`src/rtl/effects_pkg.sv`:
```
// effects_pkg: shared mode encoding and width-generic saturate/magnitude helpers
// Revision 1.0
`default_nettype none

package effects_pkg;

  typedef enum logic [1:0] {
    BYPASS = 2'b00,
    HARD   = 2'b01,
    SOFT   = 2'b10,
    RSVD   = 2'b11
  } effect_mode_t;

  // Widths up to 32 bits; w is the target signed width.
  function automatic logic signed [31:0] sat_sym(input logic signed [31:0] v, input int w);
    logic signed [31:0] lim;
    lim = (32'sd1 <<< (w - 1)) - 32'sd1;
    if (v > lim)       return lim;
    else if (v < -lim) return -lim;
    else               return v;
  endfunction

  function automatic logic [31:0] mag_sym(input logic signed [31:0] v, input int w);
    logic signed [31:0] a;
    a = (v < 0) ? -v : v;
    return 32'(sat_sym(a, w));
  endfunction

endpackage

`default_nettype wire

```
`src/rtl/noise_gate.sv`:
```
// noise_gate: per-sample magnitude compare with saturating hold counter
// Revision 1.0
`default_nettype none

module noise_gate
  import effects_pkg::*;
#(
  parameter int DATA_W       = 16,
  parameter int HOLD_SAMPLES = 256
) (
  input  logic              clk,
  input  logic              rst,
  input  logic              valid,
  input  logic [DATA_W-1:0] sample,
  input  logic [DATA_W-2:0] thresh,
  output logic              open
);

  localparam int CNT_W = $clog2(HOLD_SAMPLES + 1);
  localparam logic [CNT_W-1:0] HOLD = CNT_W'(HOLD_SAMPLES);

  logic [CNT_W-1:0]  cnt;
  logic [CNT_W-1:0]  cnt_next;
  logic [DATA_W-2:0] mag;

  always_comb begin
    mag = (DATA_W-1)'(mag_sym(32'($signed(sample)), DATA_W));
    cnt_next = cnt;
    if (thresh == '0 || mag >= thresh)
      cnt_next = '0;
    else if (cnt != HOLD)
      cnt_next = cnt + CNT_W'(1);
  end

  // The sample that brings the counter to HOLD is already muted.
  always_ff @(posedge clk) begin
    if (rst) begin
      cnt  <= '0;
      open <= 1'b1;
    end else if (valid) begin
      cnt  <= cnt_next;
      open <= (cnt_next != HOLD);
    end
  end

endmodule

`default_nettype wire

```
`src/rtl/effects_chain.sv`:
```
// effects_chain: 3-stage gain / hard-soft clip / noise-gate sample pipeline
// Revision 1.0
`default_nettype none

module effects_chain
  import effects_pkg::*;
#(
  parameter int DATA_W       = 16,
  parameter int GAIN_W       = 11,
  parameter int GAIN_FRAC    = 8,
  parameter int HOLD_SAMPLES = 256
) (
  input  logic              clk,
  input  logic              rst,
  input  logic              in_valid,
  input  logic [DATA_W-1:0] in_sample,
  input  logic [GAIN_W-1:0] gain,
  input  logic [1:0]        mode,
  input  logic [DATA_W-2:0] gate_thresh,
  output logic              out_valid,
  output logic [DATA_W-1:0] out_sample,
  output logic              clip_flag,
  output logic              gate_open
);

  localparam int PROD_W = DATA_W + GAIN_W + 1;
  localparam logic signed [31:0] LIM  = (32'sd1 <<< (DATA_W - 1)) - 32'sd1;
  localparam logic signed [31:0] KNEE = 32'sd1 <<< (DATA_W - 2);

  logic                     s1_valid, s2_valid;
  logic signed [DATA_W-1:0] s1_x, s2_x;
  logic [GAIN_W-1:0]        s1_gain;
  effect_mode_t             s1_mode, s2_mode;
  logic                     s1_open, s2_open;
  logic signed [PROD_W-1:0] prod, s2_y;

  logic signed [31:0]       y32, ay, knee_mag, clip_val;
  logic [DATA_W-1:0]        s3_sample;
  logic                     s3_clip;

  noise_gate #(
    .DATA_W       (DATA_W),
    .HOLD_SAMPLES (HOLD_SAMPLES)
  ) u_gate (
    .clk    (clk),
    .rst    (rst),
    .valid  (in_valid),
    .sample (in_sample),
    .thresh (gate_thresh),
    .open   (s1_open)
  );

  assign prod = PROD_W'(s1_x) * PROD_W'($signed({1'b0, s1_gain}));

  always_comb begin
    y32       = 32'(s2_y);
    ay        = (y32 < 0) ? -y32 : y32;
    knee_mag  = KNEE + ((ay - KNEE) >>> 2);
    clip_val  = '0;
    s3_sample = s2_x;
    s3_clip   = 1'b0;
    case (s2_mode)
      BYPASS: begin
        s3_sample = s2_x;
        s3_clip   = 1'b0;
      end
      SOFT: begin
        if (ay <= KNEE) begin
          clip_val = y32;
        end else begin
          if (knee_mag > LIM) knee_mag = LIM;
          clip_val = (y32 < 0) ? -knee_mag : knee_mag;
          s3_clip  = 1'b1;
        end
        s3_sample = DATA_W'(clip_val);
      end
      default: begin
        clip_val  = sat_sym(y32, DATA_W);
        s3_clip   = (clip_val != y32);
        s3_sample = DATA_W'(clip_val);
      end
    endcase
    if (s2_mode != BYPASS && !s2_open) begin
      s3_sample = '0;
      s3_clip   = 1'b0;
    end
  end

  // Config is captured with each sample so in-flight samples keep their own knobs.
  always_ff @(posedge clk) begin
    if (rst) begin
      s1_valid   <= 1'b0;
      s2_valid   <= 1'b0;
      out_valid  <= 1'b0;
      out_sample <= '0;
      clip_flag  <= 1'b0;
      gate_open  <= 1'b1;
    end else begin
      s1_valid <= in_valid;
      if (in_valid) begin
        s1_x    <= $signed(in_sample);
        s1_gain <= gain;
        s1_mode <= effect_mode_t'(mode);
      end
      s2_valid <= s1_valid;
      if (s1_valid) begin
        s2_x    <= s1_x;
        s2_y    <= prod >>> GAIN_FRAC;
        s2_mode <= s1_mode;
        s2_open <= s1_open;
      end
      out_valid <= s2_valid;
      if (s2_valid) begin
        out_sample <= s3_sample;
        clip_flag  <= s3_clip;
        gate_open  <= s2_open;
      end
    end
  end

endmodule

`default_nettype wire

```
`config.mk`:
```
export PLATFORM = sky130hd
export DESIGN_NAME = effects_chain
export DESIGN_NICKNAME = d
export VERILOG_FILES = /design/src/rtl/effects_pkg.sv /design/src/rtl/noise_gate.sv /design/src/rtl/effects_chain.sv
export SDC_FILE = /design/constraint.sdc
export NUM_CORES = 1
export LEC_CHECK = 0
export ABC_AREA = 1
export CAP_MARGIN = 25
export CORE_MARGIN = 1.5
export CORE_UTILIZATION = 40
export CTS_BUF_LIST = sky130_fd_sc_hd__clkbuf_4 sky130_fd_sc_hd__clkbuf_8
export DETAILED_ROUTE_END_ITERATION = 12
export GPL_ROUTABILITY_DRIVEN = 0
export PLACE_DENSITY = 0.69
export SYNTH_ARGS = -nofsm -noshare
export SYNTH_HDL_FRONTEND = slang
export SYNTH_SLANG_ARGS = --single-unit
```
`constraint.sdc`:
```
create_clock -name clk -period 7.62 [get_ports clk]
set_input_delay 1.524 -clock clk [delete_from_list [all_inputs] [get_ports clk]]
set_output_delay 1.524 -clock clk [all_outputs]
set_load 0.01 [all_outputs]
```
==> results of run 1 <==
[kinds of logic (layout without fill, tap and decap cells)]
group / count (synthesis) / in the layout
buffers and inverters: 452 / 477
AO/OA/AOI/OAI: 167 / 167
flip-flops: 99 / 99
adder cells (fa/ha/maj): 243 / 243
XOR/XNOR: 45 / 45
AND/OR/NAND/NOR: 599 / 599
[stage by stage]
step	cells	power (mW)	hold slack [ns]	utilization (%)	instance area, µm²
after global routing	2026	6.66	0.448	44.7	13800
final	2026	5.99	0.441	44.7	13800
after global placement	2010	5.44	0.406	44.0	13600
after floorplan	1605	4.54	0.400	-	12600
after detailed placement	2010	5.58	0.419	44.0	13600
after CTS	2026	5.97	0.444	44.7	13800
[routing by layer]
layer | global-route usage (%) | up-vias | routed length (µm)
met4 | 4.50 | 0 | 615
met5 | 0 | - | 0
met1 | 26.0 | 4958 | 13500
met3 | 2.63 | 45 | 2000
met2 | 34.0 | 371 | 15100
li1 | - | 4937 | -
[cell usage in the layout (no fill, tap or decap), types with 4 or more instances in the layout]
| cell type | netlist | final |
|---|---|---|
| nand3_1 | 67 | 67 |
| nor2_2 | 5 | 6 |
| clkbuf_8 | 0 | 9 |
| nand4_1 | 15 | 15 |
| o211ai_1 | 6 | 6 |
| inv_2 | 7 | 7 |
| fa_1 | 160 | 160 |
| a21oi_1 | 73 | 73 |
| nor2_4 | 8 | 9 |
| edfxtp_1 | 68 | 68 |
| ha_1 | 83 | 83 |
| xor2_1 | 29 | 29 |
| o21ai_1 | 6 | 6 |
| nand2_1 | 369 | 369 |
| nor4_1 | 7 | 7 |
| o2111ai_1 | 7 | 7 |
| nand3_2 | 11 | 11 |
| nor3_1 | 17 | 17 |
| o21ai_0 | 50 | 50 |
| inv_1 | 383 | 383 |
| clkdlybuf4s50_1 | 0 | 65 |
| nand2_4 | 6 | 6 |
| xnor2_1 | 16 | 16 |
| buf_4 | 0 | 4 |
| nor2_1 | 75 | 73 |
| a211oi_1 | 4 | 4 |
| dfxtp_1 | 31 | 31 |
| nand2_2 | 13 | 13 |
[registers in the layout, indices dropped and copies added (netlist names)]
name,count
u_gate.open,1
out_sample,16
s1_x,16
out_valid,1
s1_valid,1
s2_x,16
u_gate.cnt,9
clip_flag,1
s2_y,20
gate_open,1
s1_gain,11
s2_valid,1
s2_open,1
s2_mode,2
s1_mode,2
[area by class of cell]
| cell class | count | area [µm²] | share of cell area, % |
|---|---|---|---|
| Sequential cell | 99 | 2660 | 19.3 |
| Clock buffer | 9 | 124 | 0.899 |
| Multi-Input combinational cell | 1054 | 8260 | 59.9 |
| Inverter | 392 | 1480 | 10.7 |
| Clock inverter | 7 | 86.3 | 0.626 |
| Timing Repair Buffer | 69 | 681 | 4.94 |
| Tap cell | 396 | 495 | 3.60 |
[worst paths after layout]
path         startpoint    endpoint  slack (ns)  cells past startpoint
max          s1_gain[4]    s2_y[19]        1.58                     25
min          s1_mode[1]  s2_mode[1]        0.44                      0
max reg2reg  s1_gain[4]    s2_y[19]        1.58                     25
min reg2reg  s1_mode[1]  s2_mode[1]        0.44                      0
[where the power goes]
group	switching (mW)	leakage (nW)	internal (mW)
combinational	2.85	6.02	1.74
clock	0.225	0.105	0.135
sequential	0.161	0.881	0.880
[critical path, cell delays in order, from the launching register on]
cell	delay, ns
edfxtp_1	0.76
nand2_1	0.16
fa_1	0.51
fa_1	0.52
inv_1	0.05
fa_1	0.48
inv_1	0.06
fa_1	0.53
inv_1	0.06
fa_1	0.48
ha_1	0.36
nand2_1	0.10
a21oi_1	0.04
a211oi_1	0.18
o221ai_1	0.13
a21oi_1	0.37
o21ai_0	0.20
nand3_1	0.10
nand2_1	0.08
nand3_1	0.08
nand2_1	0.07
nand3_1	0.08
nand2_1	0.08
nand3_1	0.08
nand2_1	0.06
xor2_1	0.15
==> metrics.txt, run 1 <==
status=finished clean; Tcrit/Tclk final=between 70% and 80%; headroom to the max-slew limit=a little over a third; Syn Inst Count=about 1,600; Initial Util=around two fifths; Port Buffers=65; Worst-Skew Late Latency=a little under 0.4 ns; Root Buffer=clkbuf_8; DRT Pass-1 Iters=5; CTS clk-pin slew, worst paths=around 0.11 ns; wire length per cell=15.4 µm; Inserted Clock Buffers=9; Final setup viols=0; setup bufs post-CTS=0; row count=64; Hold Crit Class=reg -> reg; Worst setup SP type=flop; Synth Area in Simple Gates=21.1%; minimum clock period=between 6 and 7 ns; first-pass GRT wire length=slightly above 50,000 µm; drt drc=0; WP data arrival=6.17 ns; die width=about 180 µm; # fillers=between 3,000 and 4,000; largest family of logic cells by synthesized area=adder cells; Via Count=roughly 10,000; final hold vios=0; layout cells sized above 1=under 10%; Synth Register Bits=99; CTS tree=built; CP Class=reg -> reg; drt via density=a little over 5; die boundary height=between 150 and 200 µm; post-synthesis average cell area=around 7.9 µm²; initial antenna violation count=0; Peak VDD IR=around 370 µV; Post-synth EDFFs=just under 70; Cell Area, Synth=between 10,000 and 15,000 µm²; synth unique cells=between 40 and 50; setup ws final=approximately 1.6 ns; Layout area overhead=9.14%; Synth Area in Compound Gates=7.53%; Routed Antenna Nets=0; Post-Synth XOR/XNOR Area=roughly 3.1%; die area=~33,000 µm²; Detailed Place HPWL=25,300 µm; vias in the first global route=approximately 10,000; synth warn=0; Post-Synth Adder-Cell Area=around a third; Syn Nets=1,895; mux share of post-synthesis cell area=0%; worst-case clock buffer depth=2; top-area cell type share of the netlist area=about a quarter; Worst EP required=7.74 ns; most numerous cell in the Yosys netlist=inv_1; Synth top cells by count=inv_1 (383), nand2_1 (369), fa_1 (160); Worst setup EP type=flop; TNS Setup=0 ns; actual slew at the worst max-slew pin=roughly 0.95 ns; sequential-to-total area share from yosys stat=21.1%; Hold Buf Count CTS=0; largest area contributor in the netlist=fa_1; crit-path max FO=16; prevailing post-synth register cell=edfxtp_1; skew final=~0.023 ns; Slew Limit Fails=0; Ant. Diodes=0; post-place setup slack=1.59 ns; f_max=about 170 MHz; core area=slightly above 30,000 µm²; Max-Cap Viols=0; total track usage=19.6%; power per cell area=435 nW/µm²; unrepaired setup endpoints after global routing=false; DR iter-0 viols=approximately 1,000; Final #Nets=roughly 1,900; clock sinks=99; leakage=between 7 and 8 nW; IO Pins=66; largest net degree at the start of global routing=40; H-tree depth=3; post_cts resized=0; share of flip-flops with an asynchronous set or reset=0%; DRT Wirelength=31,200 µm; grt total ovfl=0; Synth area leaders=fa_1 (25%), edfxtp_1 (16%), inv_1 (11%)
Note: power is estimated with default switching activity, not from simulation.
==> inputs of run 2 (changes only) <==
--- a/config.mk
+++ b/config.mk
@@ -12,7 +12,7 @@
 export CTS_BUF_LIST = sky130_fd_sc_hd__clkbuf_4 sky130_fd_sc_hd__clkbuf_8
 export DETAILED_ROUTE_END_ITERATION = 12
 export GPL_ROUTABILITY_DRIVEN = 0
-export PLACE_DENSITY = 0.69
+export PLACE_DENSITY = 0.71
 export SYNTH_ARGS = -nofsm -noshare
 export SYNTH_HDL_FRONTEND = slang
 export SYNTH_SLANG_ARGS = --single-unit
==> constraint.sdc (replaced) <==
create_clock -name clk -period 5.1 [get_ports clk]
set_input_delay 1.02 -clock clk [delete_from_list [all_inputs] [get_ports clk]]
set_output_delay 1.02 -clock clk [all_outputs]
set_load 0.01 [all_outputs]
==> run 2 against run 1 <==
Net effect: utilization increased by 5.0 points; register-to-register slack got worse by 1.8 ns; clock-buffer cell count unchanged; critical path depth unchanged; non-clock buffer count increased by 139; the flow now finishes with violations (negative setup slack); maximum frequency increased by 13%; die area unchanged; routed wire length increased by 8.8%; final area increased by 11%; clock skew decreased by 0.00079 ns; sequential share of layout area decreased by 1.9 points; sequential cell count unchanged.
==> metrics.txt, run 2 (synthesis results as in run 1) <==
status=finished, violations left; failing checks=negative setup slack; largest net degree at the start of global routing=40; Fin Hold WS=0.443 ns; Hold Buf Count CTS=0; Via Count=roughly 11,000; Ant. Diodes=0; Final #Nets=around 2,100; max FFs per register=20; actual slew at the worst max-slew pin=about 0.58 ns; setup ws final=-0.249 ns; Worst EP required=~5.3 ns; Tcrit/Tclk final=105%; DR iter-0 viols=between 900 and 1,000; vias in the first global route=11,000; drt via density=approximately 5.1; leakage=between 7 and 8 nW; fin area=between 15,000 and 20,000 µm²; Top cell by count, worst path=fa_1; Root Buffer=clkbuf_8; grt total ovfl=0; worst-case clock buffer depth=2; commonest non-fill, non-tap cell in the layout=inv_1; Detailed Place HPWL=roughly 27,000 µm; Worst setup SP type=flop; Largest Register=s2_y; Initial Util=a little over 40%; Final setup viols=8; slowest CP cell=fa_1; die boundary height=~180 µm; # fillers=around 2,800; dpl cell area=approximately 15,000 µm²; first-pass GRT wire length=55,200 µm; total power=~12 mW; Worst-Skew Late Latency=roughly 0.40 ns; Hold Crit Class=reg -> reg; commonest cells after routing, fill and taps aside=inv_1 (373), nand2_1 (353), fa_1 (154), buf_4 (124), ha_1 (73); final hold vios=0; Max-Cap Viols=0; CP top delay family=adder cells; unrepaired setup endpoints after global routing=true; total track usage=21.0%; core area=30,800 µm²; drt drc=0; Routed Antenna Nets=0; DRT Pass-1 Iters=5; row count=64; layout cells sized above 1=between 10% and 20%; wire length per cell=around 16 µm; crit-path max FO=3; initial antenna violation count=0; delay of the slowest critical-path stage=between 0.5 and 0.6 ns; die area=~33,000 µm²; Peak VDD IR=just under 600 µV; Slew Limit Fails=0; post-place setup slack=-0.336 ns; WP data arrival=approximately 5.5 ns; CTS clk-pin slew, worst paths=0.12 ns; IO Pins=66; CTS tree=built; f_max=187 MHz; CP Class=reg -> reg; clock sinks=99; minimum clock period=roughly 5.3 ns; power per cell area=771 nW/µm²; DRT Wirelength=34,000 µm; H-tree depth=3; skew final=between 0.02 and 0.025 ns; WP buf/inv=5; Worst setup EP type=flop; die width=181 µm; Port Buffers=65; Inserted Clock Buffers=9; Layout area overhead=21.3%; headroom to the max-slew limit=around three fifths
run 2: layout make-up:
cell class | count | area (µm²) | area share [%]
Multi-Input combinational cell | 1054 | 8630 | 56.3
Sequential cell | 99 | 2660 | 17.4
Timing Repair Buffer | 208 | 1840 | 12.0
Inverter | 392 | 1480 | 9.64
Tap cell | 396 | 495 | 3.24
Clock buffer | 9 | 124 | 0.809
Clock inverter | 7 | 91.3 | 0.596
run 2: timing repair:
item	4_1_cts	5_1_grt
resized for setup	22	45
endpoints found under the setup margin	9	19
buffers inserted	13	21
pin swaps	25	29
run 2: through the flow:
stage / instances / utilization (%) / TNS (ns)
floorplan: 1605 / - / 0
global placement: 2114 / 47.1 / -0.828
detailed placement: 2114 / 47.1 / -1.78
CTS: 2143 / 48.6 / -0.577
global route: 2165 / 49.7 / -3.14
finish: 2165 / 49.7 / -1.44
run 2: worst paths after layout:
kind	startpoint	endpoint	slack, ns	depth (start not counted)
worst max-delay path	s1_x[5]	s2_y[17]	-0.25	25
worst min-delay path	s1_mode[0]	s2_mode[0]	0.44	0
worst max register to register	s1_x[5]	s2_y[17]	-0.25	25
worst min register to register	s1_mode[0]	s2_mode[0]	0.44	0
run 2: metal layers:
metal  routed length [µm]  global-route usage, %  up-vias
met5                    0                      0        -
met4                 1280                   8.03        0
met3                 2090                   2.24       83
met2                16000                   35.1      452
met1                14500                   28.0     5198
li1                     -                      -     5219
run 2: worst reg2reg max path, stage by stage (launching register included):
cell      delay [ns]
edfxtp_1        0.48
buf_6           0.14
nand2_4         0.05
fa_1            0.55
inv_2           0.04
fa_2            0.53
inv_1           0.05
fa_1            0.48
inv_1           0.05
fa_1            0.45
fa_1            0.54
ha_4            0.22
nand2_2         0.07
a21oi_2         0.06
a211oi_2        0.23
o221ai_4        0.14
a21oi_4         0.20
o21ai_2         0.09
nand3_1         0.08
nand2_1         0.09
nand3_2         0.07
nand2_2         0.06
nand3_2         0.06
nand2_2         0.06
buf_6           0.13
xor2_4          0.18
run 2: report_power, final:
group	switching (mW)	total, mW	internal [mW]
clock network	0.347	0.549	0.202
logic	5.39	9.77	4.39
registers	0.178	1.49	1.31
==> inputs of run 3 (changes only) <==
--- a/config.mk
+++ b/config.mk
@@ -9,7 +9,6 @@
 export CAP_MARGIN = 25
 export CORE_MARGIN = 1.5
 export CORE_UTILIZATION = 40
-export CTS_BUF_LIST = sky130_fd_sc_hd__clkbuf_4 sky130_fd_sc_hd__clkbuf_8
 export DETAILED_ROUTE_END_ITERATION = 12
 export GPL_ROUTABILITY_DRIVEN = 0
 export PLACE_DENSITY = 0.71
==> run 3 against run 2 <==
Net effect: the run still ends with negative setup slack left; sequential power barely moved; register-to-register slack improved by 0.02 ns; clock skew fell by 0.011 ns; combinational power fell by 2.1%; setup slack improved by 0.018 ns; die area did not move; global-route usage fell by 0.053 points; clock-buffer cell count did not move; hold slack got worse by 0.011 ns; routed wire length fell by 1.4%; sequential cell count did not move.
==> metrics.txt, run 3 (synthesis results as in run 1) <==
status=finished, violations left; failing checks=negative setup slack; f_max=between 150 and 200 MHz; clock sinks=slightly below 100; first-pass GRT wire length=between 50,000 and 60,000 µm; initial antenna violation count=0; Via Count=10,800; Inserted Clock Buffers=9; Final setup viols=8; actual slew at the worst max-slew pin=0.585 ns; Worst setup SP type=flop; crit-path max FO=7; DRT Pass-1 Iters=5; leakage=roughly 7.7 nW; # fillers=roughly 2,900; wire length per cell=between 15 and 20 µm; die boundary height=approximately 180 µm; CTS tree=built; Tcrit/Tclk final=105%; final hold vios=0; slowest CP cell=fa_1; Final #Nets=between 2,000 and 2,500; minimum clock period=roughly 5.3 ns; CTS clk-pin slew, worst paths=0.08 ns; layout cells sized above 1=between 10% and 20%; worst-case clock buffer depth=2; Slew Limit Fails=0; CP Class=reg -> reg; WP data arrival=5.44 ns; Largest Register=s2_y; commonest cells after routing, fill and taps aside=inv_1 (375), nand2_1 (354), fa_1 (154), buf_4 (123), ha_1 (75); DRT Wirelength=between 30,000 and 40,000 µm; Initial Util=41.0%; Hold Buf Count CTS=0; die width=~180 µm; vias in the first global route=about 11,000; skew final=around 0.012 ns; Routed Antenna Nets=0; Detailed Place HPWL=27,200 µm; Max-Cap Viols=0; row count=between 60 and 70; IO Pins=66; Layout area overhead=20.7%; DR iter-0 viols=roughly 780; Worst-Skew Late Latency=0.36 ns; die area=~33,000 µm²; power per cell area=between 700 and 800 nW/µm²; headroom to the max-slew limit=60.9%; H-tree depth=3; Ant. Diodes=0; unrepaired setup endpoints after global routing=true; dpl cell area=~15,000 µm²; commonest non-fill, non-tap cell in the layout=inv_1; Root Buffer=clkbuf_16; Worst setup EP type=flop; setup ws final=-0.230 ns; largest net degree at the start of global routing=40; TNS Setup=-1.22 ns; worst-path cell chain=nand2_1 > fa_1 > fa_1 > fa_2 > fa_1 > inv_1 > fa_2 > ha_4 > a21oi_2 > o221ai_4 > a21oi_4 > buf_4 > inv_2 > a21oi_4 > o21ai_2 > nand3_2 > nand2_2 > nand3_1 > nand2_1 > xor2_1; fin area=15,200 µm²; Port Buffers=between 60 and 70; Worst EP required=about 5.2 ns; drt via density=slightly above 5; Hold Crit Class=reg -> reg; core area=between 30,000 and 40,000 µm²; max FFs per register=20; Top cell by count, worst path=fa_1; total track usage=between 20% and 30%; delay of the slowest critical-path stage=~0.63 ns; Peak VDD IR=570 µV; grt total ovfl=0; drt drc=0
==> run 3: cell count changes in the layout (fill, tap and decap cells not counted), moves of 2 or more <==
cell       previous run  this run
buf_6                14         6
clkbuf_16             0         9
clkbuf_8              9         0
ha_1                 73        75
ha_4                 10         8
inv_1               373       375
inv_2                17        15
==> run 3: power breakdown <==
group,switching (mW),leakage (nW),internal [mW],total [mW]
logic,5.29,6.70,4.27,9.56
registers,0.179,0.881,1.32,1.49
clock network,0.362,0.152,0.356,0.718
==> run 3: layer usage <==
metal	vias to the layer above	GRT usage [%]	wire, µm
li1	5210	-	-
met5	-	0	0
met4	0	7.87	1090
met1	5159	27.9	14600
met2	405	35.2	15800
met3	66	2.20	1980
==> run 3: stage by stage <==
stage	util, %	instances	setup slack, ns	hold WS, ns	total power [mW]
after CTS	48.7	2144	-0.173	0.434	11.0
final	49.4	2155	-0.230	0.431	11.8
after floorplan	-	1605	0.00595	0.400	7.22
after global routing	49.4	2155	-0.423	0.447	12.9
after detailed placement	47.1	2114	-0.336	0.409	9.85
after global placement	47.1	2114	-0.204	0.404	9.61
==> run 3: final timing paths <==
path / from / depth (start not counted) / slack, ns / endpoint
setup / recovery: s1_x[9] / 20 / -0.23 / s2_y[18]
hold reg to reg: s1_mode[0] / 0 / 0.43 / s2_mode[0]
hold / removal: s1_mode[0] / 0 / 0.43 / s2_mode[0]
setup reg to reg: s1_x[9] / 20 / -0.23 / s2_y[18]
==> run 3: critical path, delay by kind of cell, from the launching register on <==
family	cells	cell delay, ns
compound gates	5	0.71
xor+xnor	1	0.14
fa+ha+maj	6	2.98
buf+inv	3	0.24
flops	1	0.58
simple gates	5	0.43
==> run 3: repair_timing <==
item | 4_1_cts | 5_1_grt
pin swaps | 15 | 19
setup buffers | 15 | 10
gates cloned | 0 | 0
resized for setup | 19 | 31
setup endpoints to repair | 9 | 20
==> run 3: final cells by class <==
type	instances	area [µm²]	area share, %
Inverter	392	1480	9.69
Tap cell	396	495	3.25
Clock inverter	7	91.3	0.599
Multi-Input combinational cell	1054	8570	56.2
Timing Repair Buffer	198	1720	11.3
Sequential cell	99	2660	17.5
Clock buffer	9	225	1.48
